### config.mk
export PLATFORM = sky130hd
export DESIGN_NAME = hazard_stall_ctrl
export DESIGN_NICKNAME = d
export VERILOG_FILES = /design/src/rtl/hazard_stall_ctrl_pkg.sv /design/src/rtl/hazard_stall_ctrl_md_busy_counter.sv /design/src/rtl/hazard_stall_ctrl.sv
export SDC_FILE = /design/constraint.sdc
export NUM_CORES = 1
export LEC_CHECK = 0
export ABC_AREA = 1
export BUFFER_PORTS_ARGS = -buffer_cell sky130_fd_sc_hd__buf_2
export CAP_MARGIN = 40
export CELL_PAD_IN_SITES_DETAIL_PLACEMENT = 0
export CELL_PAD_IN_SITES_GLOBAL_PLACEMENT = 1
export CORE_ASPECT_RATIO = 1.4
export CORE_MARGIN = 2
export CORE_UTILIZATION = 32
export DETAILED_ROUTE_END_ITERATION = 12
export PLACE_DENSITY = 0.87
export SETUP_SLACK_MARGIN = 0.02
export SYNTH_ARGS = -nofsm -noshare
export SYNTH_HDL_FRONTEND = slang
export SYNTH_SLANG_ARGS = --single-unit
export TNS_END_PERCENT = 5
### constraint.sdc
create_clock -name clk -period 1.7 [get_ports clk]
set_input_delay 0.34 -clock clk [delete_from_list [all_inputs] [get_ports clk]]
set_output_delay 0.34 -clock clk [all_outputs]
set_load 0.02 [all_outputs]
### src/rtl/hazard_stall_ctrl_pkg.sv
// Shared definitions for the hazard scheduler: tuse/tnew encoding, mult/div latencies
// and the mult/div busy state type.
package hazard_stall_ctrl_pkg;

  localparam int TW          = 3;
  localparam int MD_CNT_W    = 4;
  localparam int MULT_CYCLES = 5;
  localparam int DIV_CYCLES  = 10;

  localparam logic [TW-1:0] TUSE_NONE = 3'd7;

  typedef enum logic {
    MD_IDLE = 1'b0,
    MD_BUSY = 1'b1
  } md_state_e;

  // A producer in flight blocks the consumer when its result arrives later than it is needed.
  function automatic logic src_hazard(
    input logic [4:0]    src,
    input logic [TW-1:0] tuse,
    input logic [4:0]    a3,
    input logic [TW-1:0] tnew,
    input logic          we
  );
    return we && (a3 == src) && (tuse < tnew);
  endfunction

endpackage

### src/rtl/hazard_stall_ctrl_md_busy_counter.sv
// Mult/div busy countdown: loads the unit latency on a start pulse, then counts to zero.
// A start while busy reloads the counter.
module md_busy_counter
  import hazard_stall_ctrl_pkg::*;
#(
  parameter int MULT_CYCLES_P = MULT_CYCLES,
  parameter int DIV_CYCLES_P  = DIV_CYCLES
) (
  input  logic                clk,
  input  logic                reset,
  input  logic                i_start,
  input  logic                i_is_div,
  output logic [MD_CNT_W-1:0] o_cnt,
  output logic                o_busy,
  output md_state_e           o_state
);

  logic [MD_CNT_W-1:0] r_cnt;
  md_state_e           r_state;

  always_ff @(posedge clk) begin
    if (reset) begin
      r_cnt   <= '0;
      r_state <= MD_IDLE;
    end else if (i_start) begin
      r_cnt   <= i_is_div ? MD_CNT_W'(DIV_CYCLES_P) : MD_CNT_W'(MULT_CYCLES_P);
      r_state <= MD_BUSY;
    end else if (r_cnt != '0) begin
      r_cnt   <= r_cnt - MD_CNT_W'(1);
      r_state <= (r_cnt > MD_CNT_W'(1)) ? MD_BUSY : MD_IDLE;
    end
  end

  assign o_cnt   = r_cnt;
  assign o_state = r_state;
  assign o_busy  = (r_state == MD_BUSY);

endmodule

### src/rtl/hazard_stall_ctrl.sv
// D-stage issue scheduler: stalls on unresolved register producers in E/M and on a busy
// mult/div unit, and counts stalled cycles.
module hazard_stall_ctrl
  import hazard_stall_ctrl_pkg::*;
#(
  parameter int MULT_CYCLES_P = MULT_CYCLES,
  parameter int DIV_CYCLES_P  = DIV_CYCLES
) (
  input  logic                clk,
  input  logic                reset,
  input  logic [4:0]          rs_d,
  input  logic [4:0]          rt_d,
  input  logic [TW-1:0]       tuse_rs_d,
  input  logic [TW-1:0]       tuse_rt_d,
  input  logic                md_use_d,
  input  logic [4:0]          a3_e,
  input  logic [TW-1:0]       tnew_e,
  input  logic                regwrite_e,
  input  logic [4:0]          a3_m,
  input  logic [TW-1:0]       tnew_m,
  input  logic                regwrite_m,
  input  logic                md_start_e,
  input  logic                md_is_div_e,
  output logic                stall,
  output logic                md_busy,
  output logic [MD_CNT_W-1:0] md_cnt,
  output logic [31:0]         stall_cnt
);

  logic      w_hz_rs;
  logic      w_hz_rt;
  logic      w_hz_md;
  md_state_e w_md_state;
  logic [31:0] r_stall_cnt;

  md_busy_counter #(
    .MULT_CYCLES_P (MULT_CYCLES_P),
    .DIV_CYCLES_P  (DIV_CYCLES_P)
  ) u_md_busy_counter (
    .clk      (clk),
    .reset    (reset),
    .i_start  (md_start_e),
    .i_is_div (md_is_div_e),
    .o_cnt    (md_cnt),
    .o_busy   (md_busy),
    .o_state  (w_md_state)
  );

  // $0 is hardwired, so it never waits on a producer.
  assign w_hz_rs = (tuse_rs_d != TUSE_NONE) && (rs_d != 5'd0) &&
                   (src_hazard(rs_d, tuse_rs_d, a3_e, tnew_e, regwrite_e) ||
                    src_hazard(rs_d, tuse_rs_d, a3_m, tnew_m, regwrite_m));

  assign w_hz_rt = (tuse_rt_d != TUSE_NONE) && (rt_d != 5'd0) &&
                   (src_hazard(rt_d, tuse_rt_d, a3_e, tnew_e, regwrite_e) ||
                    src_hazard(rt_d, tuse_rt_d, a3_m, tnew_m, regwrite_m));

  // The start pulse counts as busy so an MD consumer right behind its producer waits.
  assign w_hz_md = md_use_d && (md_start_e || (w_md_state == MD_BUSY));

  assign stall = !reset && (w_hz_rs || w_hz_rt || w_hz_md);

  always_ff @(posedge clk) begin
    if (reset) begin
      r_stall_cnt <= '0;
    end else if (stall) begin
      r_stall_cnt <= r_stall_cnt + 32'd1;
    end
  end

  assign stall_cnt = r_stall_cnt;

endmodule
# Word level (Yosys, flattened, before mapping)
# Index checks and enable logic that the tools add are counted.
[op_classes]
n_addsub = 2
order_cmp = 5
n_eq_ne = 6
muxes = 6
reduce_logical = 24
[ops]
columns = ["operator", "count"]
rows = [
  ["32-bit by 1-bit adder with 32-bit output (second input constant)", 1],
  ["5-bit == test", 4],
  ["1-bit logical AND", 14],
  ["3-bit < comparator", 4],
  ["4-bit 2-to-1 mux", 3],
  ["5-bit nonzero test", 2],
  ["3-bit != test (second input constant)", 2],
  ["1-bit logical OR", 5],
  ["4-bit by 1-bit > comparator with 1-bit output (second input constant)", 1],
  ["4-bit nonzero test", 1],
  ["4-bit by 1-bit subtractor with 4-bit output (second input constant)", 1],
  ["1-bit 2-to-1 mux", 3],
  ["2-bit nonzero test", 1],
  ["1-bit zero test", 1],
]
[totals]
regBits = 37
input_bits = 39
wordCells = 46

# Longest topological paths before layout
[depth]
depth_word = 8
depth_mapped = 16

# Modules after synthesis
# Synthesis repeated with hierarchy kept, for this count alone.
[unflattened]
hier_cells = 451
area_unflattened_um2 = 2706.3
[by_module_without_submodules]
columns = ["module", "instances", "cells_each", "area_each_um2"]
rows = [
  ["hazard_stall_ctrl", 1, 403, 2384.8],
  ["md_busy_counter", 1, 48, 321.6],
]

# Worst setup path after synthesis
# Ideal clock, no wire load.
[synth_timing]
path_type = "in2out"
startpoint = "input port tnew_m[2]"
endpoint = "output port stall"
t_arrival_ns = 1.446
slack_ns = -0.086
stages = 14
cell_sequence = "inv_1 > ha_1 > inv_1 > nand2_1 > nor2_1 > nand2_1 > nor2_1 > nand3_1 > nand2_1 > nand2_1 > nand3_2 > buf_4 > nand2_1 > inv_1"
[synth_via]
elab_chain_cells = 7
word_cells_on_any_way = 11
[synth_lines]
columns = ["element", "line", "source"]
rows = [
  ["start: declaration", "hazard_stall_ctrl.sv:20", "input logic [TW-1:0] tnew_m,"],
  ["3-bit < comparator", "hazard_stall_ctrl_pkg.sv:25", "return we && (a3 == src) && (tuse < tnew);"],
  ["1-bit logical AND", "hazard_stall_ctrl_pkg.sv:25", ""],
  ["1-bit logical OR (on tied branches)", "hazard_stall_ctrl.sv:51, hazard_stall_ctrl.sv:55", ""],
  ["1-bit logical AND (on tied branches)", "hazard_stall_ctrl.sv:50, hazard_stall_ctrl.sv:54", ""],
  ["1-bit logical OR * (2 in series)", "hazard_stall_ctrl.sv:61", "assign stall = !reset && (w_hz_rs || w_hz_rt || w_hz_md);"],
  ["1-bit logical AND *", "hazard_stall_ctrl.sv:61", ""],
  ["end: declaration", "hazard_stall_ctrl.sv:24", "output logic stall,"],
]
# Mark *: on every way between the ends. The rest lies on a longest branch, timed or not.

# Worst setup path after layout
[layout_timing]
startpoint = "input port tuse_rt_d[1]"
endpoint = "output port stall"
[layout_via]
elab_chain_cells = 7
word_cells_on_any_way = 11
[layout_lines]
columns = ["element", "line", "source"]
rows = [
  ["start: declaration", "hazard_stall_ctrl.sv:14", "input logic [TW-1:0] tuse_rt_d,"],
  ["3-bit < comparator", "hazard_stall_ctrl_pkg.sv:25", ""],
  ["1-bit logical AND", "hazard_stall_ctrl_pkg.sv:25", ""],
  ["1-bit logical OR", "hazard_stall_ctrl.sv:55", "(src_hazard(rt_d, tuse_rt_d, a3_e, tnew_e, regwrite_e) ||"],
  ["1-bit logical AND *", "hazard_stall_ctrl.sv:54", "assign w_hz_rt = (tuse_rt_d != TUSE_NONE) && (rt_d != 5'd0) &&"],
  ["1-bit logical OR * (2 in series)", "hazard_stall_ctrl.sv:61", ""],
  ["1-bit logical AND *", "hazard_stall_ctrl.sv:61", ""],
]
# Marked as above.

==> run summary <==
kind of critical path: in2out
DR iter-0 viols: 90
full die area: 9130 µm²
WL final: 6940 µm
layout cell share with drive strength beyond 1: 27.6%
Starting Density: 32.9%
Final Critical Period: 1790 ps
# clock sinks: 37
Max-slew headroom: 79.2%
post-DP HPWL: 5400 µm
Layout Cells excl Fill: 635
GR met1 Demand/Resource: 16.9%
Async S/R FF share, synth: 0%
CP endpoint kind: primary output
total grt overflow: 0
leakage: 0.00190 µW
CP startpoint kind: input port
worst min-delay path class: in2reg
final antenna-violating net count: 0
ys flop type: dfxtp_1
Die H: 112 µm
Max Slew Vio Count: 0
clk slew on worst S/H paths: 50 ps
sw frac: 28.2%
# Max-Cap Violations: 0
GR Layer Usage met3: 2.97%
Port-buffer cells: 76
Worst R2R Path Depth: 12
Flop pwr share: 39.4%
Slew @ Worst Pin: 304 ps
per-cell routed wire length: 10.9 µm
Core ar.: 8150 µm²
Syn Nets: 495
CP max FO: 3
hold path cells: 2
number of global-route vias before repair: 2805
CTS tree: yes
Syn Inst Count: 444
P per Cell Area: 648 nW/µm²
setup violators final: 1
Rows: 39
clock share of power: 39.2%
warning count from the yosys run: 0
num ports: 77
Pint: 1680 µW
Num CTS Buffers: 5
GR peak layer: met2
total track usage: 15.7%
fraction of power consumed by combinational cells: 21.4%
fmax: 558 MHz
Cells after DPL: 627
failing checks: negative setup slack
Reg2Reg Setup Slack: 40 ps
total power: 2330 µW
drt first pass iters: 5
DR vias: 2975
root buf cell: clkbuf_16
Syn-to-layout area delta: 34.3%
distinct cell type count after synthesis: 29
H-tree Lvls: 2
largest net degree at the start of global routing: 59
Mapped Area: 2680 µm²
Die Span X: 81.3 µm
DP Area: 3270 µm²
Fin Setup TNS: -91.6 ps
final period utilization: 105%
antenna violations before repair: 0
Hold Path Sink: stall_cnt[0]
reg2reg end: stall_cnt[30]
hold buffer count at cts: 0
Syn Area/Cell: 6.04 µm²
RSZ-0062 raised after global routing: true
Critical Path RT: 1360 ps
DRC viols: 0
Clock Tree Buf Depth: 2
post-layout net count: 584
worst r2r src: stall_cnt[1]
sequential fraction of the synthesis area: 27.6%
number of synthesized flops with an enable pin: 0
Clk Latency, worst-skew pair: 280 ps
GPL Wtd Cong: 0.848
Worst Min Path Start: reset
P_sw: 657 µW
status: finished, violations left
final hold viol count: 0
antenna cell count: 0
met2 GRT Util: 29.2%
worst setup margin: -91.6 ps
Yosys reg bits: 37
Setup Skew: 3.63 ps
Critical Path AT: 1450 ps
vias per std cell: 4.69
first-pass GRT wire length: 11600 µm
VDD IR max: 0.000396 V
fin area: 3600 µm²
-- worst max path at each step --
stage,start,end,slack (ps)
global placement,tuse_rs_d[2],stall,-230
global route,tuse_rt_d[1],stall,-190
finish,tuse_rt_d[1],stall,-90
floorplan,tnew_m[1],stall,-5
detailed placement,tuse_rs_d[2],stall_cnt[6],-240
CTS,tnew_m[2],stall,-100
-- Yosys cell counts, types with 3 or more instances --
library cell,instances,area share [%]
nor2_4,5,2.1
nand3_2,3,1.1
nand3_1,41,7.7
nor3_1,3,0.56
dfxtp_1,37,28
xor2_1,3,0.98
clkbuf_1,3,0.42
nand4_1,9,2.1
nand2_1,121,17
inv_1,70,9.8
nor2_1,72,10
ha_1,12,5.6
buf_2,3,0.56
nand2_2,5,1.2
a21oi_1,28,5.2
inv_2,3,0.42
o21ai_0,10,1.9
-- layout make-up --
class | instances | area [µm²]
Multi-Input combinational cell | 324 | 1710
Fill cell | 859 | 4550
Sequential cell | 37 | 746
Tap cell | 102 | 128
Clock buffer | 7 | 143
Inverter | 74 | 285
Timing Repair Buffer | 91 | 583
-- cell usage in the layout, fill, tap and decap left out, types with 6 or more instances in the layout --
cell type and n:
nand2_1 118, buf_2 68, nor2_1 66, inv_1 63
nand3_1 38, dfxtp_1 35, a21oi_1 28, buf_4 13
nand4_1 9, o21ai_0 8, nand2_2 8, inv_2 7
nor2_2 6, nand3_2 6, buf_6 6
-- per-stage QoR --
stage	util [%]	setup WS, ps	hold slack (ps)
2_1_floorplan	-	-5.17	405
3_3_place_gp	40.1	-230	479
3_5_place_dp	40.1	-243	487
4_1_cts	43.4	-99.4	313
5_1_grt	44.2	-189	326
6_report	44.2	-91.6	317
-- sequential cells by signal, summed over array words and instances (netlist names) --
name / cells
u_md_busy_counter.o_busy: 1
stall_cnt: 32
u_md_busy_counter.o_cnt: 4
-- worst max-delay path: stages --
cell     delay [ps]
buf_8           110
ha_4            250
nand2_2          40
nand2_1          50
nand2_1          60
nand2_1          60
inv_1            40
nand2_1          50
nand2_1          50
nand2_1          60
nand3_2         100
nand2_2          80
inv_2            40
buf_6           120
-- routing by layer --
layer	vias to the layer above	share of wire (%)
met5	-	0
met4	0	2.0
met3	11	5.4
met2	72	52
met1	1323	41
li1	1569	-
-- repair_timing --
action	4_1_cts	5_1_grt
pin swaps	25	15
endpoints found under the setup margin	3	33
buffers inserted	1	0
hold endpoints to repair	0	0
resized for setup	30	17
-- power by group through the flow --
stage	registers, µW	clock network [µW]	logic (µW)
after global routing	924	967	563
after detailed placement	937	0	454
final	919	914	500
after global placement	936	0	448
after CTS	918	947	488
after floorplan	962	0	261
-- kinds of logic after synthesis --
logic type / after synthesis / share of synthesized area, %
AO/OA/AOI/OAI: 42 / 8.26
XOR/XNOR: 5 / 1.63
adder cells (fa/ha/maj): 12 / 5.60
buffers and inverters: 83 / 12.3
flip-flops: 37 / 27.6
AND/OR/NAND/NOR: 265 / 44.5
No activity file was read; power rests on OpenSTA's default activity.
